[config.mk]
export PLATFORM = sky130hd
export DESIGN_NAME = sysio_bus_master_flat
export DESIGN_NICKNAME = d
export VERILOG_FILES = /design/src/rtl/sysio_bus_master_if.sv /design/src/rtl/sysio_bus_master.sv /design/src/flat_wrapper.sv
export SDC_FILE = /design/constraint.sdc
export NUM_CORES = 1
export LEC_CHECK = 0
export ABC_AREA = 1
export CAP_MARGIN = 20
export CORE_ASPECT_RATIO = 1.5
export CORE_UTILIZATION = 38
export CTS_CLUSTER_SIZE = 40
export DETAILED_ROUTE_END_ITERATION = 16
export GPL_TIMING_DRIVEN = 1
export PLACE_DENSITY = 0.67
export SYNTH_ARGS = -nofsm -noshare
export SYNTH_HDL_FRONTEND = slang
export SYNTH_SLANG_ARGS = --single-unit
[constraint.sdc]
create_clock -name clk -period 2.1 [get_ports clk]
set_clock_uncertainty 0.15 [all_clocks]
set_input_delay 0.42 -clock clk [delete_from_list [all_inputs] [get_ports clk]]
set_output_delay 0.42 -clock clk [all_outputs]
set_load 0.01 [all_outputs]
[src/rtl/sysio_bus_master_if.sv]
// Peripheral register bus between the sysio bus master and its responders.
// Separate write and read address lanes, single-cycle we_o/rd_o strobes.
interface sysio_bus_master_if #(
    parameter int unsigned ADDR_W = 8,
    parameter int unsigned DATA_W = 32
);
    localparam int unsigned SEL_W = 4;

    logic [ADDR_W-1:0] waddr_o;
    logic [DATA_W-1:0] data_o;
    logic [SEL_W-1:0]  sel_o;
    logic              we_o;
    logic [ADDR_W-1:0] raddr_o;
    logic              rd_o;
    logic [DATA_W-1:0] data_i;

    modport master (
        output waddr_o, data_o, sel_o, we_o, raddr_o, rd_o,
        input  data_i
    );

    modport slave (
        input  waddr_o, data_o, sel_o, we_o, raddr_o, rd_o,
        output data_i
    );
endinterface

[src/rtl/sysio_bus_master.sv]
// Single-outstanding initiator for the sysio register bus: write, read and
// atomic read-modify-write bit-set / bit-clear, with a valid/ready response.
module sysio_bus_master #(
    parameter int unsigned RD_LATENCY = 1,
    parameter int unsigned ADDR_W     = 8,
    parameter int unsigned DATA_W     = 32
) (
    input  logic                clk,
    input  logic                rst,
    input  logic                cmd_valid,
    output logic                cmd_ready,
    input  logic [1:0]          cmd_op,
    input  logic [ADDR_W-1:0]   cmd_addr,
    input  logic [DATA_W-1:0]   cmd_wdata,
    input  logic [3:0]          cmd_sel,
    output logic                rsp_valid,
    input  logic                rsp_ready,
    output logic [DATA_W-1:0]   rsp_rdata,
    output logic                busy,
    sysio_bus_master_if.master  bus
);
    // RD_LATENCY is limited to 1..4, so the countdown never exceeds 3
    localparam int unsigned CNT_W = 2;
    localparam int unsigned SEL_W = 4;

    typedef enum logic [2:0] {S_IDLE, S_RD, S_WAIT, S_WR, S_RSP} state_e;
    typedef enum logic [1:0] {
        OP_WRITE = 2'b00,
        OP_READ  = 2'b01,
        OP_SET   = 2'b10,
        OP_CLEAR = 2'b11
    } op_e;

    state_e            state_q, state_d;
    op_e               op_q, op_d;
    logic [CNT_W-1:0]  cnt_q, cnt_d;
    logic [ADDR_W-1:0] addr_q, addr_d;
    logic [DATA_W-1:0] wdata_q, wdata_d;
    logic [SEL_W-1:0]  sel_q, sel_d;
    logic [DATA_W-1:0] data_q, data_d;
    logic [SEL_W-1:0]  sel_bus_q, sel_bus_d;
    logic [DATA_W-1:0] rdata_q, rdata_d;
    logic              we_q, we_d;
    logic              rd_q, rd_d;
    logic              rsp_valid_q, rsp_valid_d;
    logic [DATA_W-1:0] rmw_value;

    assign cmd_ready   = (state_q == S_IDLE);
    assign busy        = (state_q != S_IDLE);
    assign rsp_valid   = rsp_valid_q;
    assign rsp_rdata   = rdata_q;
    assign bus.waddr_o = addr_q;
    assign bus.raddr_o = addr_q;
    assign bus.data_o  = data_q;
    assign bus.sel_o   = sel_bus_q;
    assign bus.we_o    = we_q;
    assign bus.rd_o    = rd_q;

    // Modified word for set/clear, computed on the full data width
    assign rmw_value = (op_q == OP_SET) ? (bus.data_i | wdata_q)
                                        : (bus.data_i & ~wdata_q);

    // Next-state and next-output decode; strobes default low so they pulse
    always_comb begin
        state_d     = state_q;
        op_d        = op_q;
        cnt_d       = cnt_q;
        addr_d      = addr_q;
        wdata_d     = wdata_q;
        sel_d       = sel_q;
        data_d      = data_q;
        sel_bus_d   = sel_bus_q;
        rdata_d     = rdata_q;
        we_d        = 1'b0;
        rd_d        = 1'b0;
        rsp_valid_d = rsp_valid_q;

        case (state_q)
            S_IDLE: begin
                if (cmd_valid) begin
                    op_d    = op_e'(cmd_op);
                    addr_d  = cmd_addr;
                    wdata_d = cmd_wdata;
                    sel_d   = cmd_sel;
                    if (op_e'(cmd_op) == OP_WRITE) begin
                        state_d   = S_WR;
                        we_d      = 1'b1;
                        data_d    = cmd_wdata;
                        sel_bus_d = cmd_sel;
                        rdata_d   = '0;
                    end else begin
                        state_d = S_RD;
                        rd_d    = 1'b1;
                    end
                end
            end
            S_RD: begin
                cnt_d   = CNT_W'(RD_LATENCY - 1);
                state_d = S_WAIT;
            end
            S_WAIT: begin
                if (cnt_q == '0) begin
                    rdata_d = bus.data_i;
                    if (op_q == OP_READ) begin
                        state_d     = S_RSP;
                        rsp_valid_d = 1'b1;
                    end else begin
                        state_d   = S_WR;
                        we_d      = 1'b1;
                        data_d    = rmw_value;
                        sel_bus_d = sel_q;
                    end
                end else begin
                    cnt_d = cnt_q - CNT_W'(1);
                end
            end
            S_WR: begin
                state_d     = S_RSP;
                rsp_valid_d = 1'b1;
            end
            S_RSP: begin
                if (rsp_ready) begin
                    state_d     = S_IDLE;
                    rsp_valid_d = 1'b0;
                end
            end
            default: state_d = S_IDLE;
        endcase
    end

    always_ff @(posedge clk) begin
        if (rst) begin
            state_q     <= S_IDLE;
            op_q        <= OP_WRITE;
            cnt_q       <= '0;
            addr_q      <= '0;
            wdata_q     <= '0;
            sel_q       <= '0;
            data_q      <= '0;
            sel_bus_q   <= '0;
            rdata_q     <= '0;
            we_q        <= 1'b0;
            rd_q        <= 1'b0;
            rsp_valid_q <= 1'b0;
        end else begin
            state_q     <= state_d;
            op_q        <= op_d;
            cnt_q       <= cnt_d;
            addr_q      <= addr_d;
            wdata_q     <= wdata_d;
            sel_q       <= sel_d;
            data_q      <= data_d;
            sel_bus_q   <= sel_bus_d;
            rdata_q     <= rdata_d;
            we_q        <= we_d;
            rd_q        <= rd_d;
            rsp_valid_q <= rsp_valid_d;
        end
    end
endmodule

[src/flat_wrapper.sv]
// flat-port wrapper written by rule: the top's interface ports become plain ports
module sysio_bus_master_flat 
#(
    parameter int unsigned RD_LATENCY = 1,
    parameter int unsigned ADDR_W     = 8,
    parameter int unsigned DATA_W     = 32
)
  (clk, rst, cmd_valid, cmd_ready, cmd_op, cmd_addr, cmd_wdata, cmd_sel, rsp_valid, rsp_ready, rsp_rdata, busy, bus_waddr_o, bus_data_o, bus_sel_o, bus_we_o, bus_raddr_o, bus_rd_o, bus_data_i);
  sysio_bus_master_if #(.ADDR_W(ADDR_W), .DATA_W(DATA_W)) bus_i ();
  input  logic clk;
  input  logic rst;
  input  logic cmd_valid;
  output logic cmd_ready;
  input  logic [1:0] cmd_op;
  input  logic [ADDR_W-1:0] cmd_addr;
  input  logic [DATA_W-1:0] cmd_wdata;
  input  logic [3:0] cmd_sel;
  output logic rsp_valid;
  input  logic rsp_ready;
  output logic [DATA_W-1:0] rsp_rdata;
  output logic busy;
  output wire logic [$bits(bus_i.waddr_o)-1:0] bus_waddr_o;
  output wire logic [$bits(bus_i.data_o)-1:0] bus_data_o;
  output wire logic [$bits(bus_i.sel_o)-1:0] bus_sel_o;
  output wire logic [$bits(bus_i.we_o)-1:0] bus_we_o;
  output wire logic [$bits(bus_i.raddr_o)-1:0] bus_raddr_o;
  output wire logic [$bits(bus_i.rd_o)-1:0] bus_rd_o;
  input wire logic [$bits(bus_i.data_i)-1:0] bus_data_i;
  assign bus_waddr_o = bus_i.waddr_o;
  assign bus_data_o = bus_i.data_o;
  assign bus_sel_o = bus_i.sel_o;
  assign bus_we_o = bus_i.we_o;
  assign bus_raddr_o = bus_i.raddr_o;
  assign bus_rd_o = bus_i.rd_o;
  assign bus_i.data_i = bus_data_i;
  sysio_bus_master #(.RD_LATENCY(RD_LATENCY), .ADDR_W(ADDR_W), .DATA_W(DATA_W)) u_core (.clk(clk), .rst(rst), .cmd_valid(cmd_valid), .cmd_ready(cmd_ready), .cmd_op(cmd_op), .cmd_addr(cmd_addr), .cmd_wdata(cmd_wdata), .cmd_sel(cmd_sel), .rsp_valid(rsp_valid), .rsp_ready(rsp_ready), .rsp_rdata(rsp_rdata), .busy(busy), .bus(bus_i));
endmodule
# Word-level counts from Yosys, hierarchy flattened

Index checks and enable logic that the tools add are counted.

Flip-flop bits (word level): 122
Input port bits: 82
Output and inout bits: 89
Logic and storage cells: 78

Add/sub/neg operators: 1
Eq/ne operators: 13
Multiplexer cells: 33
Bitwise operators: 5
Reductions and logical operators: 14

Operator list:

| cell                 | number |
|---|---|
| $mux W32             | 8 |
| $pmux W32 S2         | 2 |
| $and A32 B32 Y32     | 1 |
| $not A32 Y32         | 1 |
| $or A32 B32 Y32      | 1 |
| $mux W4              | 4 |
| $pmux W3 S5          | 1 |
| $mux W3              | 4 |
| $mux W1              | 8 |
| $ne A2 B2 Y1 const B | 4 |
| $pmux W4 S2          | 1 |
| $reduce_and A4 Y1    | 2 |
| $eq A3 B2 Y1 const B | 2 |
| $ne A2 B1 Y1 const B | 3 |
| $reduce_bool A3 Y1   | 2 |
| $reduce_and A5 Y1    | 1 |
| $logic_not A2 Y1     | 2 |
| $mux W2              | 2 |
| $pmux W2 S2          | 1 |
| $reduce_and A2 Y1    | 2 |
| $reduce_bool A2 Y1   | 2 |
| $eq A3 B1 Y1 const B | 1 |
| $eq A3 B3 Y1 const B | 1 |
| $logic_not A3 Y1     | 1 |
| 8 further kinds      | 9 |

# Longest topological paths before layout

Depth after elaboration: 6
Gate-level depth with buffers: 10
Depth with buffers taken out: 9

# Worst setup path after synthesis

No wires, ideal clock.

Path type: flip-flop to flip-flop
From: register u_core.cnt_q[0]
To: register u_core.rdata_q[22], in the netlist u_core.rsp_rdata[22]
Setup time: 113 ps
Data arrival time: 1,390 ps
Required time: 1,837 ps
Setup slack: 447 ps
Cell stages (with the launch flop): 11
Buffers on the path: 1
Period minus slack after synthesis: 1,653 ps
Cell sequence: dfxtp_1 inv_1 ha_1 inv_1 nand3_1 nand2_1 nor2_4 buf_2 nand2_1 nand2_1 nor2_1

Longest elaborated chain between the ends: 3

Ends and longest elaborated chain:

| element                     | line                    | source |
|---|---|---|
| start: declaration          | sysio_bus_master.sv:36  | `logic [CNT_W-1:0] cnt_q, cnt_d;` |
| start signal: assignment    | sysio_bus_master.sv:148 | `cnt_q <= cnt_d;` |
| $logic_not A2 Y1            | sysio_bus_master.sv:102 | `if (cnt_q == '0) begin` |
| $ne A2 B1 Y1 (no line)      | n/a                     |  |
| $reduce_and A4 Y1 (no line) | n/a                     |  |
| end signal: assignment      | sysio_bus_master.sv:154 | `rdata_q <= rdata_d;` |
| end: declaration            | sysio_bus_master.sv:42  | `logic [DATA_W-1:0] rdata_q, rdata_d;` |

No other way between the ends.
A chain may end at the register's enable or synchronous reset.

# Worst setup path after layout

From: register u_core.state_q[0]
To: output cmd_ready

Longest elaborated chain between the ends: 1

Ends and longest elaborated chain:

| element                  | line                    | source |
|---|---|---|
| start: declaration       | sysio_bus_master.sv:34  | `state_e state_q, state_d;` |
| start signal: assignment | sysio_bus_master.sv:146 | `state_q <= state_d;` |
| $logic_not A3 Y1         | sysio_bus_master.sv:48  | `assign cmd_ready = (state_q == S_IDLE);` |
| end: declaration         | flat_wrapper.sv:13      | `output logic cmd_ready;` |

No other way between the ends.

==> results.ini <==
[cells_and_area]
nets = 1156
multi_input_area_um2 = 2820
syn2layout_area_growth_pct = 42.1
fin_util_pct = 55.0
final_common_cell = nand2_1
final_cell_mix = nand2_1, nor2_1, clkdlybuf4s50_1
layout-drive-gt1-share_pct = 6.72
layoutNonFillerInstCount = 1285
regArea_um2 = 2440
fill_cells = 1552
n_antenna_cell = 0

[placed_design]
gp_congestion = 0.787
dpl.hpwl_um = 12100
placed_cells = 1252
place_ws_ns = -0.132
port_buffers = 170

[power]
p_leak_nw = 3.62
finalPower_mw = 11.8
powerDensity_nw_per_um2 = 1430
peakVddDrop_uv = 598

[synth]
yosys_warnings = 0
synth_fp_nets = 1007
synth.top_cell.area_share_pct = 42.1
synth_area_per_cell_um2 = 6.28
netlist_instances = 924
ys_seq_area_share_pct = 42.1
yosysUniqueCellTypes = 17
synth_area_leaders = dfxtp_1, nand2_1, nor2_1, nand3_1, a21oi_1
synth_area_um2 = 5810
netlist.top_cell.by_area = dfxtp_1
ys_ff_latch = 122

[clock_network]
path_clk_slew_ns = 0.06
cts-root-buf = clkbuf_16
cts_htree_levels = 4
cts_tree = yes
numCtsBuffers = 17
clock_latency_ns = 0.42
cts_buffer_depth = 2
cts_sinks = 122
ctsHoldBuffers = 0

[detailed_routing]
avgViaCountPerCell = 4.79
drt_first_pass_iters = 5
routedWlPerCell_um = 14.3
wirelength_um = 18400
drtIter0Drc = 232
drc_errors = 0
dr_total_vias = 6149
ant_nets = 0

[critical_path]
cp-end-kind = output port
critPathLaunchType = flip-flop
cp_max_fo = 4
required_ns = 1.53
crit_type = flip-flop to output port
cp.arrival_ns = 1.43

[global_route]
antenna_found_initial = 0
overflow = 0
grt_usage_pct = 24.0
grt_start_max_net_pins = 71
first_global_vias = 5831
grt_pass1_wl_um = 29000

[timing]
tightestPinTransition_ns = 0.569
setup_viol = 0
timing.final.ws_setup_ns = 0.0984
maxSlewHeadroom_pct = 62.1
slew_viol_final = 0
min_period_ns = 2.00
period_share_pct = 95.3
rsz0062_at_grt = false
hold_viol_final = 0
fmax_mhz = 500
fin_tns_setup_ns = 0

[floorplan]
dieHeight_um = 153
fp.dieW_um = 103
core_area_um2 = 15000
num_rows = 55
dieArea_um2 = 15800
io_pins = 171
start_util_pct = 38.7

[min_path]
holdCritPathClass = input pin to flip-flop

[job]
drv_cap = 0

[status]
status = finished, final reports clean

flip-flops by register name (all words and copies together), names as in the netlist:
signal	cells
u_core.bus.rd_o	1
u_core.rsp_valid	1
u_core.bus.we_o	1
u_core.rsp_rdata	32
u_core.state_q	3
u_core.bus.sel_o	4
u_core.cnt_q	2
u_core.bus.raddr_o	8
u_core.bus.data_o	32
u_core.op_q	2
u_core.wdata_q	32
u_core.sel_q	4
cells by family (layout without fill, tap and decap cells):
family          Yosys count  after routing  synth area share [%]
compound gates           65             65                  5.80
flops                   122            122                  42.1
simple gates            617            617                  42.4
fa+ha+maj                 1              1                 0.215
buf+inv                 119            281                  9.53
stage by stage:
step	hold slack (ns)	instance area, µm²
final	0.181	8250
after global routing	0.191	8250
after CTS	0.165	8250
after detailed placement	0.289	7650
after global placement	0.282	7650
after floorplan	0.275	5810
report_power, final:
group          switching (mW)  total (mW)  internal, mW  leakage [nW]
sequential              0.479        3.58          3.10          1.00
clock                    1.11        2.89          1.78         0.278
combinational            2.98        5.35          2.37          2.34
layer usage:
metal	routed length, µm	part of all wire [%]	vias to the layer above	global-route usage [%]
li1	-	-	3135	-
met1	7130	39	2776	25.2
met2	9570	52	193	43.6
met3	981	5.3	45	5.17
met4	736	4.0	0	12.3
met5	0	0	-	0
worst max-delay path: stages, from the launching register on:
cell and delay, ns:
dfxtp_1 0.35, nor2_4 0.15, nand2_2 0.11, inv_2 0.11
dlygate4sd2_1 0.30
worst paths after layout:
check                                  from  cells after the start  slack [ns]                                  to
min reg2reg    u_core.sel_q[0]$_SDFFE_PP0P_                      2        0.30        u_core.sel_q[0]$_SDFFE_PP0P_
max          u_core.state_q[0]$_SDFFE_PP0P_                      4         0.1                           cmd_ready
min                                     rst                      4        0.18  u_core.bus.data_o[18]$_SDFFE_PP0P_
max reg2reg  u_core.state_q[0]$_SDFFE_PP0P_                      9        0.18    u_core.bus.sel_o[1]$_SDFFE_PP0P_
Yosys cell counts:
| master | number |
|---|---|
| ha_1 | 1 |
| nand2_1 | 314 |
| nor2_1 | 209 |
| a21oi_4 | 1 |
| nor3_1 | 1 |
| nand3_1 | 87 |
| nand2_2 | 2 |
| a21oi_1 | 49 |
| buf_2 | 25 |
| inv_1 | 52 |
| dfxtp_1 | 122 |
| clkbuf_1 | 24 |
| nor2_4 | 4 |
| o21ai_0 | 15 |
| buf_6 | 5 |
| buf_4 | 10 |
| inv_2 | 3 |
layout make-up:
type	instances	share of cell area, %
clock buffers	18	5.32
inverters	55	2.50
repair buffers	194	23.6
well taps	199	3.02
flip-flops and latches	122	29.6
multi-input cells	683	34.1
clock inverters	14	1.81
what timing repair did:
| action | 4_1_cts | 5_1_grt |
|---|---|---|
| setup buffers | 1 | 0 |
| resized for setup | 4 | 0 |
| endpoints found under the setup margin | 2 | 0 |
Power figures use the tool's default switching activity.
==> RTL change: new RTL, config.mk and constraints unchanged <==
`DATA_W` is set to 32 in 3 places; all go to 28.
--- a/src/rtl/sysio_bus_master_if.sv
+++ b/src/rtl/sysio_bus_master_if.sv
@@ -2,7 +2,7 @@
 // Separate write and read address lanes, single-cycle we_o/rd_o strobes.
 interface sysio_bus_master_if #(
     parameter int unsigned ADDR_W = 8,
-    parameter int unsigned DATA_W = 32
+    parameter int unsigned DATA_W = 28
 );
     localparam int unsigned SEL_W = 4;
 
--- a/src/rtl/sysio_bus_master.sv
+++ b/src/rtl/sysio_bus_master.sv
@@ -3,7 +3,7 @@
 module sysio_bus_master #(
     parameter int unsigned RD_LATENCY = 1,
     parameter int unsigned ADDR_W     = 8,
-    parameter int unsigned DATA_W     = 32
+    parameter int unsigned DATA_W     = 28
 ) (
     input  logic                clk,
     input  logic                rst,
--- a/src/flat_wrapper.sv
+++ b/src/flat_wrapper.sv
@@ -3,7 +3,7 @@
 #(
     parameter int unsigned RD_LATENCY = 1,
     parameter int unsigned ADDR_W     = 8,
-    parameter int unsigned DATA_W     = 32
+    parameter int unsigned DATA_W     = 28
 )
   (clk, rst, cmd_valid, cmd_ready, cmd_op, cmd_addr, cmd_wdata, cmd_sel, rsp_valid, rsp_ready, rsp_rdata, busy, bus_waddr_o, bus_data_o, bus_sel_o, bus_we_o, bus_raddr_o, bus_rd_o, bus_data_i);
   sysio_bus_master_if #(.ADDR_W(ADDR_W), .DATA_W(DATA_W)) bus_i ();
Interface: changed (resized bus_data_i, bus_data_o, cmd_wdata and rsp_rdata); port bits go from 171 to 155. No check against the original RTL was run, so the function may have changed too.
==> RTL change against the unedited design <==
Synthesized area is 7.5% lower. Sequential cell count is 12 lower. Total power is 18% lower. Register-to-register slack worse by 20 ps. First-iteration DRC count is 13% lower. Routed wire length is 15% lower. Cell area is 12% lower. Largest cell class unchanged. Combinational power is 10% lower. Setup slack worse by 22 ps.
==> RTL change: results (changes against the unedited design) <==
Global routing
  – Met1 Usage GRT: 23.6% (-1.6 points)
  – Met3 usage: 5.30% (+0.13 points)
  – Vias in the first global route: 4,822 (-17%)
  – Met2 usage in global routing: 40.2% (-3.4 points)
  – First-pass GRT wire length: 24,400 um (-16%)
  – GRT Util Overall: 21.5% (-2.5 points)

Clock network
  – CTS buffer count: 9 (-8)
  – Clk slew on worst S/H paths: 80 ps (+20 ps)
  – Htree depth: 3 (-1)
  – Post_cts resized: 1 (-3)

Routing
  – Met1 wire length: 6210 um (-13%)
  – WL met2: 8290 um (-13%)
  – Starting DRT DRC Count: 203 (-13%)
  – DR vias: 5,352 (-13%)
  – WL met3: 926 um (-5.6%)
  – Post-Route WL: 15,700 um (-15%)
  – Initial DRT Pass Iterations: 4 (-1)

Synth
  – Yosys cell types: 23 (+6)
  – Synth Instances: 832 (-10%)
  – Net count after synthesis: 907 (-9.9%)
  – Top cells by count, synth: nand2_1, nor2_1, dfxtp_1
  – Seq/Total Area, Yosys: 41.0% (-1.1 points)
  – Top cells by area, synth: dfxtp_1, nand2_1, nor2_1

Layout
  – Layout cells sized above 1: 7.79% (+1.1 points)
  – Nets: 1,033 (-11%)
  – Filler cells: 1,381 (-11%)

Worst setup path
  – Worst setup endpoint: busy
  – Worst reg-to-reg path cell count: 7 (-2)
  – Reg2reg end: u_core.bus.data_o[1]
  – Worst Setup SP: u_core.state_q[1]
  – R2R Setup Slk: 160 ps (-20 ps)
  – CP max-delay cell: clkdlybuf4s50_1
  – CP arrival: 1450 ps (+20 ps)

Placed design
  – Placed Cells incl. Taps: 1,108 (-12%)
  – Placed Area: 6930 um2 (-9.4%)
  – Port Buffers: 154 (-9.4%)
  – Dpl hpwl: 10,700 um (-11%)
  – Pre-CTS setup slack: -178 ps (-46.5 ps)
  – Placer Congestion: 0.788 (+0.14%)

Power
  – Peak VDD IR: 0.564 mV (-5.6%)
  – Sequential cell power: 3.15 mW (-12%)
  – Internal: 5.82 mW (-20%)
  – Leak: 3.15 nW (-13%)
  – Sequential share of power: 32.5% (+2.2 points)

Hold path
  – Worst Hold Class: input pin to flip-flop
  – WHS Endpoint: u_core.rsp_valid

Timing
  – Hold WS: 232 ps (+51.5 ps)
  – Worst-margin pin slew: 966 ps (+397 ps)
  – Peak Freq: 494 MHz (-1.1%)

Outcome
  – Status: finished, final reports clean
==> RTL change: cell types whose count changed after synthesis, sizes merged <==
cell    before  now
nand2      316  281
dfxtp      122  110
nand3       87   78
buf         40   44
a21oi       50   47
inv         55   52
nor2       213  186
clkbuf      24   16
o21ai       15   16
==> RTL change: worst min-delay path: stages <==
cell and delay [ps]:
buf_2 90, inv_2 60, o21ai_0 70, a21oi_1 40
==> RTL change: logic make-up after synthesis <==
family	after synthesis	synth area share [%]
simple gates	546	41.4
buf+inv	112	10.6
flops	110	41.0
compound gates	63	6.78
fa+ha+maj	1	0.233
==> RTL change: layout make-up <==
type                    count  area, um2  area share (%)
clock buffers              11        243            3.35
clock inverters             5       58.8           0.812
inverters                  52        195            2.69
multi-input cells         610       2600            35.9
flip-flops and latches    110       2200            30.4
well taps                 162        203            2.80
repair buffers            175       1740            24.0
